$ cat src/rtl/adc_ovfl_mon_pkg.sv
// Shared constants for the multi-channel ADC overflow qualifier:
// config register select codes, decision modes and reset fill bits.
package adc_ovfl_mon_pkg;

  // cfg_sel register codes
  localparam logic [1:0] CFG_WIN_LAST = 2'd0;
  localparam logic [1:0] CFG_MASK     = 2'd1;
  localparam logic [1:0] CFG_THRESH   = 2'd2;
  localparam logic [1:0] CFG_MODE     = 2'd3;

  // Decision modes: legacy bit-mask test or count threshold
  localparam logic MODE_MASK   = 1'b0;
  localparam logic MODE_THRESH = 1'b1;

  // Reset fill bits, replicated to the configured counter width
  localparam logic WIN_LAST_RST_BIT = 1'b1;
  localparam logic MASK_RST_BIT     = 1'b1;
  localparam logic THRESH_RST_BIT   = 1'b0;

endpackage

$ cat src/rtl/adc_ovfl_chan.sv
// One overflow channel: saturating window count, end-of-window decision,
// one-cycle qualified pulse, sticky flag and (with ADC_OVFL_PEAK_EN) the
// running peak of the per-window counts.
module adc_ovfl_chan
  import adc_ovfl_mon_pkg::*;
#(
  parameter int CTR_BITS = 16
) (
  input  logic                clk,
  input  logic                rst,
  input  logic                sample,
  input  logic                eval,
  input  logic                restart,
  input  logic [CTR_BITS-1:0] mask,
  input  logic [CTR_BITS-1:0] thresh,
  input  logic                mode,
  input  logic                clr,
  output logic                pulse,
  output logic                sticky,
  output logic [CTR_BITS-1:0] last_cnt
`ifdef ADC_OVFL_PEAK_EN
  ,
  output logic [CTR_BITS-1:0] peak
`endif
);

  localparam logic [CTR_BITS-1:0] CNT_MAX = '1;

  logic [CTR_BITS-1:0] cnt;
  logic [CTR_BITS-1:0] cnt_next;
  logic                hit;

  // Saturating count including this cycle's sample, and the decision on it
  always_comb begin
    cnt_next = (cnt == CNT_MAX) ? CNT_MAX : cnt + CTR_BITS'(sample);
    if (mode == MODE_THRESH) hit = (thresh != '0) && (cnt_next >= thresh);
    else                     hit = (cnt_next & mask) != '0;
  end

  // Window accumulation; a restart discards the window without evaluating
  always_ff @(posedge clk) begin
    if (rst) begin
      cnt      <= '0;
      last_cnt <= '0;
    end else if (restart) begin
      cnt <= '0;
    end else if (eval) begin
      cnt      <= '0;
      last_cnt <= cnt_next;
    end else begin
      cnt <= cnt_next;
    end
  end

  // Qualified pulse and sticky flag; a set beats a simultaneous clear
  always_ff @(posedge clk) begin
    if (rst) begin
      pulse  <= 1'b0;
      sticky <= 1'b0;
    end else begin
      pulse <= eval && hit;
      if (eval && hit) sticky <= 1'b1;
      else if (clr)    sticky <= 1'b0;
    end
  end

`ifdef ADC_OVFL_PEAK_EN
  // Peak of window counts; clear restarts it from the coinciding window
  always_ff @(posedge clk) begin
    if (rst) begin
      peak <= '0;
    end else if (eval) begin
      if (clr || (cnt_next > peak)) peak <= cnt_next;
    end else if (clr) begin
      peak <= '0;
    end
  end
`endif

endmodule

$ cat src/rtl/adc_ovfl_mon.sv
// Multi-channel ADC overflow qualifier (adc_clk domain). Owns the window
// counter, config registers and readback mux; per-channel logic lives in
// adc_ovfl_chan. Optional macro ADC_OVFL_PEAK_EN adds peak storage, read
// with rd_sel MSB=1; without it rd_sel MSB is ignored.
module adc_ovfl_mon
  import adc_ovfl_mon_pkg::*;
#(
  parameter int NCH       = 2,
  parameter int CTR_BITS  = 16,
  parameter int RSEL_BITS = 4
) (
  input  logic                 clk,
  input  logic                 rst,
  input  logic [NCH-1:0]       ovfl_in,
  input  logic                 cfg_wr,
  input  logic [1:0]           cfg_sel,
  input  logic [CTR_BITS-1:0]  cfg_data,
  input  logic [NCH-1:0]       clr,
  input  logic [RSEL_BITS-1:0] rd_sel,
  output logic [NCH-1:0]       ovfl_pulse,
  output logic [NCH-1:0]       ovfl_sticky,
  output logic                 win_done,
  output logic [CTR_BITS-1:0]  rd_data
);

  localparam int IDX_BITS = RSEL_BITS - 1;

  logic [CTR_BITS-1:0] wctr;
  logic [CTR_BITS-1:0] win_last;
  logic [CTR_BITS-1:0] mask;
  logic [CTR_BITS-1:0] thresh;
  logic                mode;
  logic                is_end;
  logic                restart;
  logic                eval;
  logic [IDX_BITS-1:0] rd_idx;
  logic                rd_peak;
  logic [CTR_BITS-1:0] rd_next;
  logic [CTR_BITS-1:0] last_cnt [NCH];
`ifdef ADC_OVFL_PEAK_EN
  logic [CTR_BITS-1:0] peak [NCH];
`else
  logic                unused_rd_peak;
  assign unused_rd_peak = rd_peak;
`endif

  // End-of-window detect; a WIN_LAST write overrides a coinciding end
  always_comb begin
    is_end  = (wctr == win_last);
    restart = cfg_wr && (cfg_sel == CFG_WIN_LAST);
    eval    = is_end && !restart;
    rd_idx  = rd_sel[IDX_BITS-1:0];
    rd_peak = rd_sel[RSEL_BITS-1];
  end

  // Config registers, effective the cycle after the write
  always_ff @(posedge clk) begin
    if (rst) begin
      win_last <= {CTR_BITS{WIN_LAST_RST_BIT}};
      mask     <= {CTR_BITS{MASK_RST_BIT}};
      thresh   <= {CTR_BITS{THRESH_RST_BIT}};
      mode     <= MODE_MASK;
    end else if (cfg_wr) begin
      case (cfg_sel)
        CFG_WIN_LAST: win_last <= cfg_data;
        CFG_MASK:     mask     <= cfg_data;
        CFG_THRESH:   thresh   <= cfg_data;
        CFG_MODE:     mode     <= cfg_data[0];
        default:      mode     <= mode;
      endcase
    end
  end

  // Window counter and the one-cycle done strobe following each evaluation
  always_ff @(posedge clk) begin
    if (rst) begin
      wctr     <= '0;
      win_done <= 1'b0;
    end else begin
      win_done <= eval;
      if (restart || is_end) wctr <= '0;
      else                   wctr <= wctr + CTR_BITS'(1);
    end
  end

  for (genvar g = 0; g < NCH; g++) begin : g_chan
    adc_ovfl_chan #(
      .CTR_BITS (CTR_BITS)
    ) u_chan (
      .clk      (clk),
      .rst      (rst),
      .sample   (ovfl_in[g]),
      .eval     (eval),
      .restart  (restart),
      .mask     (mask),
      .thresh   (thresh),
      .mode     (mode),
      .clr      (clr[g]),
      .pulse    (ovfl_pulse[g]),
      .sticky   (ovfl_sticky[g]),
      .last_cnt (last_cnt[g])
`ifdef ADC_OVFL_PEAK_EN
      ,
      .peak     (peak[g])
`endif
    );
  end

  // Readback select; indices beyond the channel count read as zero
  always_comb begin
    rd_next = '0;
    for (int i = 0; i < NCH; i++) begin
      if (32'(rd_idx) == i) begin
`ifdef ADC_OVFL_PEAK_EN
        rd_next = rd_peak ? peak[i] : last_cnt[i];
`else
        rd_next = last_cnt[i];
`endif
      end
    end
  end

  // Registered readback, one cycle latency
  always_ff @(posedge clk) begin
    if (rst) rd_data <= '0;
    else     rd_data <= rd_next;
  end

endmodule
$ cat config.mk
export PLATFORM = sky130hd
export DESIGN_NAME = adc_ovfl_mon
export DESIGN_NICKNAME = d
export VERILOG_FILES = /design/src/rtl/adc_ovfl_mon_pkg.sv /design/src/rtl/adc_ovfl_chan.sv /design/src/rtl/adc_ovfl_mon.sv
export SDC_FILE = /design/constraint.sdc
export NUM_CORES = 1
export LEC_CHECK = 0
export CORE_UTILIZATION = 30
export DETAILED_ROUTE_END_ITERATION = 7
export PLACE_DENSITY = 0.55
export SYNTH_ARGS = -nofsm -noshare
export SYNTH_HDL_FRONTEND = slang
export SYNTH_SLANG_ARGS = --single-unit
$ cat constraint.sdc
create_clock -name clk -period 4 [get_ports clk]
set_clock_uncertainty 0.15 [all_clocks]
set_input_delay 0.4 -clock clk [delete_from_list [all_inputs] [get_ports clk]]
set_output_delay 0.4 -clock clk [all_outputs]
set_load 0.02 [all_outputs]
==> results of run 1 <==
power by group:
group	leakage, nW	switching (mW)	internal, mW
Clock	0.288	0.665	0.962
Combinational	1.91	0.128	0.109
Sequential	1.22	0.0346	1.52
Total	3.41	0.828	2.59
worst register-to-register path: stages (launching register included):
cell	delay [ns]
dfxtp_1	0.42
nand4_1	0.19
or2_2	0.38
nor4_1	0.33
xnor2_1	0.18
nor2b_1	0.21
inv_1	0.07
ha_1	0.30
nand4_1	0.13
a21oi_1	0.06
a2111oi_0	0.37
o31a_1	0.24
o21ai_0	0.14
a31o_2	0.27
final cells by class:
cell class	count	area (sq um)
clock buffers	20	457
multi-input cells	585	3720
fillers	2368	14300
clock inverters	12	141
well taps	313	392
flip-flops and latches	150	3000
inverters	50	189
repair buffers	83	738
cells by family after synthesis:
family,Yosys count
and+or+nand+nor,357
DFF,150
AOI/OAI and AO/OA,119
buffers and inverters,90
xor gates and xnor gates,48
adders and majority gates,37
muxes,24
path summary, 6_finish.rpt:
kind                             endpoint  slack (ns)  cells after the start
setup / recovery  g_chan[0].u_chan.sticky        0.33                     16
hold / removal    g_chan[1].u_chan.sticky        0.30                      1
setup reg to reg  g_chan[0].u_chan.sticky        0.45                     13
hold reg to reg   g_chan[1].u_chan.sticky        0.30                      1
registers in the layout (all words and copies together), names as in the netlist:
register / flops
win_last: 16
g_chan.u_chan.sticky: 2
g_chan.u_chan.last_cnt: 32
mode: 1
wctr: 16
rd_data: 16
g_chan.u_chan.cnt: 32
thresh: 16
win_done: 1
mask: 16
g_chan.u_chan.pulse: 2
layer usage:
metal	routed length, um	vias to the layer above	track usage [%]
met2	8620	105	26.1
met1	9140	2707	21.8
met4	437	0	6.72
met5	0	-	0
li1	-	2960	-
met3	531	23	2.97
cell usage after synthesis, types with 7 or more instances:
library cell / number
dfxtp_1: 150
nor2_1: 126
nand2_1: 89
inv_1: 49
ha_1: 37
clkbuf_1: 33
xor2_1: 31
a21oi_1: 30
a211oi_1: 27
nand3_1: 23
mux2i_1: 22
nor2b_1: 18
nor4_1: 18
nand3b_1: 17
nor3_1: 17
xnor2_1: 17
a211o_1: 16
and3_1: 11
nand4_1: 11
o21ai_0: 11
or3_1: 7
stage by stage:
| step | setup TNS, ns | utilization, % |
|---|---|---|
| 2_1_floorplan | 0 | - |
| 3_3_place_gp | -0.0397 | 35.1 |
| 3_5_place_dp | -0.0406 | 35.1 |
| 4_1_cts | 0 | 37.7 |
| 5_1_grt | 0 | 37.7 |
| 6_report | 0 | 37.7 |
==> run summary, run 1 <==
The flow ran to the end, and the final reports show no timing, DRC or antenna violations. The post-route total power came out at between 3 and 4 mW. The global route total overflow is 0.

The number of warnings issued by yosys came out at 0. Summing over every cut layer, the via total after detailed routing is just under 6000. The final critical-path setup slack is 0.332 ns. The path class of the tightest hold or removal check is reg -> reg. The insertion delay to the later sink of the worst-skew pair is 0.43 ns. The total routing resource utilization after global routing is between 10% and 20%.

The number of setup buffers added after CTS is 0. Synthesis inferred 150 register bits. The maximum frequency from static timing analysis is ~270 MHz. The family with the most delay on the worst path is compound AO/OA/AOI/OAI gates. The maximum single-stage delay on the critical path is around 0.48 ns. Counting tap cells, the placed design contains a total of 1181 instances. The share of layout cells above drive strength 1 is approximately a tenth. The height of the die is between 150 and 200 um. TritonCTS built the clock tree. The critical path startpoint is ovfl_in[0]. The synthesized area per cell came out at roughly 8.6 sq um. Subtracting the final worst setup slack from the clock period gives 3.67 ns.

The final weighted congestion in routability-driven placement is approximately 0.87. The global-route wire length before repair came out at 30200 um. The boundary pin count is 50. The post-detailed-placement cell area came out at around 8000 sq um. The post-route cell area is slightly below 9000 sq um. The leakage power summed over all cells is approximately 3.4 nW. The initial antenna violation count came out at 0. For this block, the routed nets add up to between 15000 and 20000 um of wire. The share of synthesized flip-flops with an asynchronous set or reset came out at 0%.

IR analysis of the VDD net gives a maximum drop of 254 uV. In this run the clock root is driven by a clkbuf_16. The largest individual stage delay along the critical path comes from the cell clkdlybuf4s50_1. The number of antenna diodes in the final layout is 0. Counting flops with a built-in enable in the synthesized netlist gives 0.

The worst-path maximum fanout came out at 6. The number of violations of the max-capacitance limit is 0. For this run, the detailed router's first-pass iteration total came to 5.

The setup-violating endpoint count in the final report is 0. Leaving out fill and tap cells, the most frequent cell in the layout is dfxtp_1. The standard-cell row count is 55. The quantity of I/O buffers inserted on ports is 48. The number of gates resized after cts is 0.

For this block, the initial DRC count from the detailed router was between 300 and 400. The core area came out at around 23000 sq um. The starting density of the core is a little under a third. The synthesized netlist net count is 891. The net count of the finished layout is about 950. The number of global-route vias before repair is ~5500. The worst flop-to-flop path startpoint is g_chan[0].u_chan.cnt[6]. Ranked by total cell area, the synthesized netlist is headed by dfxtp_1 42%, nor2_1 6.7%, ha_1 6.5%. In the finished design, the share of the clock period the worst path needs comes to about 92%. The power density over the cells came out at between 300 and 400 nW/um^2. In the synthesized netlist, mux cells make up 3.43% of the area. The number of nets with antenna violations after routing is 0.

The number of hold-slack violations in the final timing report is 0. The area growth from synthesis to layout came out at 22.1%. The area fraction in compound gates after synthesis is about 12%. The simple-gate share of the synthesized area is around a quarter.

Entering global routing, the biggest net connects 60 pins. The worst setup path is launched from an input pin. Once layout is complete, the cells apart from fillers number 1213. Setup repair after global routing left no endpoint under its margin. By area, the combinational part of the netlist is dominated by simple AND/OR/NAND/NOR gates. The post-detailed-route wirelength per cell came out at between 15 and 20 um.

The buffers plus inverters on the worst setup path is 3. The number of buffers added to fix hold violations after cts is 0. The worst hold margin came out at 0.301 ns. STA classifies the critical path endpoint as a flip-flop. The die width is approximately 160 um. The per-cell via count in the routed design came out at ~4.8. The area of the mapped netlist came out at 7080 sq um. The number of levels the H-tree was split into came out at 4. The dominant register cell in the synthesized netlist is dfxtp_1. At the pin with the least slew margin, the transition time is between 1 and 1.5 ns. The share of synthesized area in the top cell type comes to 42.4%. The CTS buffer count came out at 17. The number of cells produced by synthesis came out at between 800 and 900. The library cells used most frequently in the layout, excluding fill and tap cells, are 150 x dfxtp_1, 125 x nor2_1, 89 x nand2_1, 49 x inv_1, 47 x clkdlybuf4s50_1. The die covers approximately 24000 sq um. The critical path goes through clkdlybuf4s50_1 > ha_1 > nand3_1 > nor4_1 > buf_4 > nand3_1 > xnor2_1 > nor2_1 > inv_1 > ha_1 > nand4_1 > a21oi_1 > a2111oi_0 > o31a_1 > o21ai_0 > a31o_2.

The arrival time of data at the critical path endpoint came out at between 3 and 4 ns. The count of distinct cell types in the synthesized netlist is just under 60. Sequential elements use 42.4% of the synthesized area.

The data required time at the worst endpoint came out at 4.17 ns. The fraction of the mapped netlist area in adder cells is around 6.5%. The number of remaining DRC errors came out at 0. The critical path class is in -> reg. The max-slew violation count came out at 0. The worst hold path startpoint is g_chan[1].u_chan.sticky. The post-detailed-placement half-perimeter wirelength is around 14000 um. The relative max-transition margin is approximately 32%. Clock-pin slew was measured on the worst setup and hold paths at 0.07 ns. The worst setup timing slack at the placement stage is -0.0406 ns. The TritonCTS sink count is 150. The largest buffer count on any clock path is 2. The biggest area contributor in the post-synthesis netlist is dfxtp_1. The xor and xnor fraction of the mapped netlist area is around 5.9%.
Note: power is estimated with default switching activity, not from simulation.
==> inputs of run 2 (changes only) <==
--- a/config.mk
+++ b/config.mk
@@ -10,4 +10,5 @@
 export PLACE_DENSITY = 0.55
 export SYNTH_ARGS = -nofsm -noshare
 export SYNTH_HDL_FRONTEND = slang
+export SYNTH_HIERARCHICAL = 1
 export SYNTH_SLANG_ARGS = --single-unit
==> run 2 against run 1 <==
Register-to-register slack improved by 0.13 ns; global-route usage grew 0.30 points; wire length up 15%; synthesized cell count increased by 11%; cell count grew 7.7%; area after synthesis increased by 10%; critical endpoint is now g_chan[0].u_chan/sticky; final area increased by 6.9%; sequential share of layout area decreased by 2.3 points; total power is 0.83% higher; clock power about the same; die area up 9.9%.
==> run summary, run 2 <==
The number of levels the H-tree was split into is 4 (unchanged). The number of standard cells in the final layout excluding fillers is 1306 (was 1213). The final setup TNS came out at 0 ns (unchanged). The worst hold margin came out at 0.308 ns (was 0.301 ns). Top flop regs: g_chan.u_chan/cnt: 32 flops, g_chan.u_chan/last_cnt: 32 flops (was g_chan.u_chan.cnt: 32 flops, g_chan.u_chan.last_cnt: 32 flops). The CTS tree is done (unchanged).

The maximum number of pins on one net before global-route repair came out at 40 (was 60). The height of the die is 163 um (was 156 um). The area of the mapped netlist came out at 7790 sq um (was 7080 sq um). The number of optimization iterations in the first detailed-route pass was 5 (unchanged).

The global route total overflow came out at 0 (unchanged). The core area is 25300 sq um (was 22900 sq um). The starting density of the core came to 30.7% (was 30.9%).

The area growth from synthesis to layout came out at 18.7% (was 22.1%). Leading cell types in the layout, fill and taps excluded: 150 x dfxtp_1, 104 x nor2_1, 98 x nand2_1, 80 x inv_1, 47 x clkdlybuf4s50_1 (was 150 x dfxtp_1, 125 x nor2_1, 89 x nand2_1, 49 x inv_1, 47 x clkdlybuf4s50_1). The post-detailed-placement cell area came out at 8640 sq um (was 8050 sq um). The net count of the finished layout came out at 1030 (was 953). The die outline area is 26600 sq um (was 24200 sq um).

Leading cell types by total area after synthesis: dfxtp_1 39%, ha_1 5.9%, nor2_1 5.0% (was dfxtp_1 42%, nor2_1 6.7%, ha_1 6.5%). The number of violations of the max-capacitance limit is 0 (unchanged). The worst-case hold path end point is g_chan[1].u_chan/last_cnt[15] (was g_chan[1].u_chan.sticky). The number of nets with antenna violations after routing came out at 0 (unchanged). The boundary pin count is 50 (unchanged). The worst-path maximum fanout came out at 7 (was 6). The count of cells along the worst register-to-register path is 11 (was 13).

The global-route wire length before repair came out at 33800 um (was 30200 um). The data required time at the worst endpoint was 4.15 ns (was 4.17 ns). The number of hold-slack violations in the final timing report came out at 0 (unchanged). The antenna cell count is 0 (unchanged). The quantity of I/O buffers inserted on ports came to 48 (unchanged). The category of the worst setup path launch point is a flip-flop (was input pin). The leakage power summed over all cells is 3.56 nW (was 3.41 nW). The maximum vdd ir drop is 247 uV (was 254 uV). The buffer type at the clock tree root is clkbuf_16 (unchanged). The endpoint of the worst register-to-register path was g_chan[0].u_chan/sticky (was g_chan[0].u_chan.sticky). The post-route cell area is 9250 sq um (was 8640 sq um).

The total wirelength of the detailed-routed design came to 21500 um (was 18700 um). Outcome: completed (unchanged). The number of gates resized after cts is 0 (unchanged). The library cell with the highest instance count after synthesis is dfxtp_1 (unchanged). The total number of vias is 6492 (was 5795). The shortest period the worst path allows came out at 3.42 ns (was 3.67 ns). The synthesized netlist net count came to 982 (was 891). The relative max-transition margin came out at 22.8% (was 32.1%).

The number of warnings issued by yosys came to 6 (was 0). The arrival time of data at the critical path endpoint was 3.57 ns (was 3.84 ns). The synthesized area per cell came out at 8.50 sq um (was 8.58 sq um). The standard-cell row count is 58 (was 55).

The number of cells produced by synthesis is 916 (was 825). Unrepaired setup endpoints after global routing: false (unchanged). The count of flip-flops with a built-in enable after synthesis was 0 (unchanged). The setup slack of the most critical reg-to-reg path came out at 0.58 ns (was 0.45 ns). The combined area of the multi-input logic cells is 4210 sq um (was 3720 sq um). The post-detailed-route wirelength per cell came to 16.4 um (was 15.4 um). The largest buffer count on any clock path came to 2 (unchanged).

The count of distinct cell types in the synthesized netlist is 80 (was 59). The share of synthesized flip-flops with an asynchronous set or reset is 0% (unchanged). The setup-violating endpoint count in the final report came out at 0 (unchanged).

The number of buffers added to fix hold violations after cts came to 0 (unchanged). The portion of synthesized cell area occupied by the leading cell type came out at 38.6% (was 42.4%). The worst flop-to-flop path startpoint was g_chan[0].u_chan/cnt[2] (was g_chan[0].u_chan.cnt[6]). The core utilization of the finished layout is 36.5% (was 37.7%). The largest area contributor in the synthesized netlist is dfxtp_1 (unchanged).

The kind of end point of the critical path was a flip-flop (unchanged). The die width was 163 um (was 156 um). The TritonCTS sink count is 150 (unchanged). The dominant register cell in the synthesized netlist was dfxtp_1 (unchanged). The number of global-route vias before repair is 6085 (was 5530). The number of setup buffers added after CTS came to 0 (unchanged). The classification of the worst-slack hold path is reg -> reg (unchanged). The post-detailed-placement half-perimeter wirelength was 16500 um (was 14200 um). The final critical-path setup slack is 0.579 ns (was 0.332 ns).

The clock slew at the register clock pins of the worst setup and hold paths is 0.07 ns (about the same). The maximum frequency from static timing analysis came out at 292 MHz (was 273 MHz). The max-slew violation count came to 0 (unchanged).

The most frequent standard cell in the layout excluding fill and tap cells was dfxtp_1 (unchanged). The post-route fraction of the period consumed by the critical path is 85.5% (was 91.7%). Commonest cells post-synth: 150 x dfxtp_1, 104 x nor2_1, 98 x nand2_1, 80 x inv_1, 37 x ha_1 (was 150 x dfxtp_1, 126 x nor2_1, 89 x nand2_1, 49 x inv_1, 37 x ha_1).

The worst hold path startpoint is g_chan[1].u_chan/last_cnt[15] (was g_chan[1].u_chan.sticky). The insertion delay to the later sink of the worst-skew pair was 0.43 ns (about the same). The share of layout cells above drive strength 1 came out at 9.73% (was 9.78%). The worst setup timing slack at the placement stage is 0.178 ns (was -0.0406 ns).

The post-placement cell count came out at 1275 (was 1181). The total of flip-flops plus latches after synthesis came out at 150 (unchanged). The number of remaining DRC errors was 0 (unchanged). The final weighted congestion in routability-driven placement is 0.884 (was 0.867). The per-cell via count in the routed design is 4.97 (was 4.78). The number of filler cells placed in the layout is 2625 (was 2368). The area occupied by registers is 3000 sq um (unchanged). The critical path class is reg -> reg (was in -> reg). The number of cells traversed by the worst hold path is 2 (was 1). The violation count after the first detailed-route iteration came out at 446 (was 355). The initial antenna violation count came out at 0 (unchanged). The CTS buffer count came out at 17 (unchanged).

The sequential share of the synthesized area came out at 38.6% (was 42.4%). The post-route total power is 3.45 mW (was 3.42 mW). The power density over the cells was 373 nW/um^2 (was 396 nW/um^2). The total routing resource utilization after global routing came out at 16.7% (was 16.4%). The slew at the pin with the worst max-slew slack came out at 1.15 ns (was 1.02 ns).
==> run 2: cell types whose count changed after synthesis, sizes merged, moves of 6 or more <==
cell / previous run / this run
a21oi: 30 / 36
and2: 3 / 15
and3: 11 / 3
buf: 7 / 21
inv: 49 / 80
nand2: 89 / 98
nand4: 12 / 23
nor2: 126 / 104
nor3: 17 / 23
xnor2: 17 / 32
xor2: 31 / 9
==> run 2: logic make-up (layout without fill, tap and decap cells) <==
group	count (synthesis)	in the layout	share of synthesized area, %
AO/OA/AOI/OAI	158	158	15.2
buffers and inverters	132	192	7.46
flip-flops	150	150	38.6
multiplexers	23	23	3.02
XOR/XNOR	41	41	4.71
adder cells (fa/ha/maj)	37	37	5.95
AND/OR/NAND/NOR	375	375	25.1
==> run 2: layout make-up <==
cell class | instances | share of cell area (%)
Multi-Input combinational cell | 634 | 45.5
Clock inverter | 13 | 1.85
Tap cell | 330 | 4.47
Inverter | 80 | 3.25
Timing Repair Buffer | 81 | 7.82
Clock buffer | 18 | 4.64
Sequential cell | 150 | 32.5
==> run 2: worst max-delay path, stage by stage (launching register included) <==
cell and delay [ns]:
dfxtp_1 0.44, nand4_1 0.31, nor4_4 0.33, and2_0 0.29, nor2_1 0.15, ha_1 0.29
or3b_2 0.46, o2111ai_1 0.14, a2111oi_0 0.14, o311a_1 0.34, nor3_1 0.19, a211oi_1 0.07
==> run 2: layer usage <==
layer  routed length (um)  track usage, %
met5                    0               0
met4                  445            5.78
met3                  804            3.00
met2                 9450            25.7
met1                10800            23.2
==> run 2: how the worst max path moves through the flow <==
stage	to	slack, ns	start	cells past startpoint
after floorplan	g_chan[0].u_chan/sticky	0.83	g_chan[0].u_chan/cnt[4]	12
after CTS	g_chan[0].u_chan/pulse	0.61	ovfl_in[0]	15
after detailed placement	g_chan[0].u_chan/pulse	0.18	ovfl_in[0]	15
after global routing	g_chan[0].u_chan/pulse	0.36	ovfl_in[0]	15
after global placement	g_chan[0].u_chan/sticky	0.21	ovfl_in[0]	15
final	g_chan[0].u_chan/sticky	0.58	g_chan[0].u_chan/cnt[2]	11
==> run 2: report_power, final <==
group	internal [mW]	total (mW)	leakage [nW]	switching, mW
Clock	0.987	1.64	0.288	0.655
Combinational	0.111	0.243	2.05	0.132
Sequential	1.52	1.56	1.22	0.0416
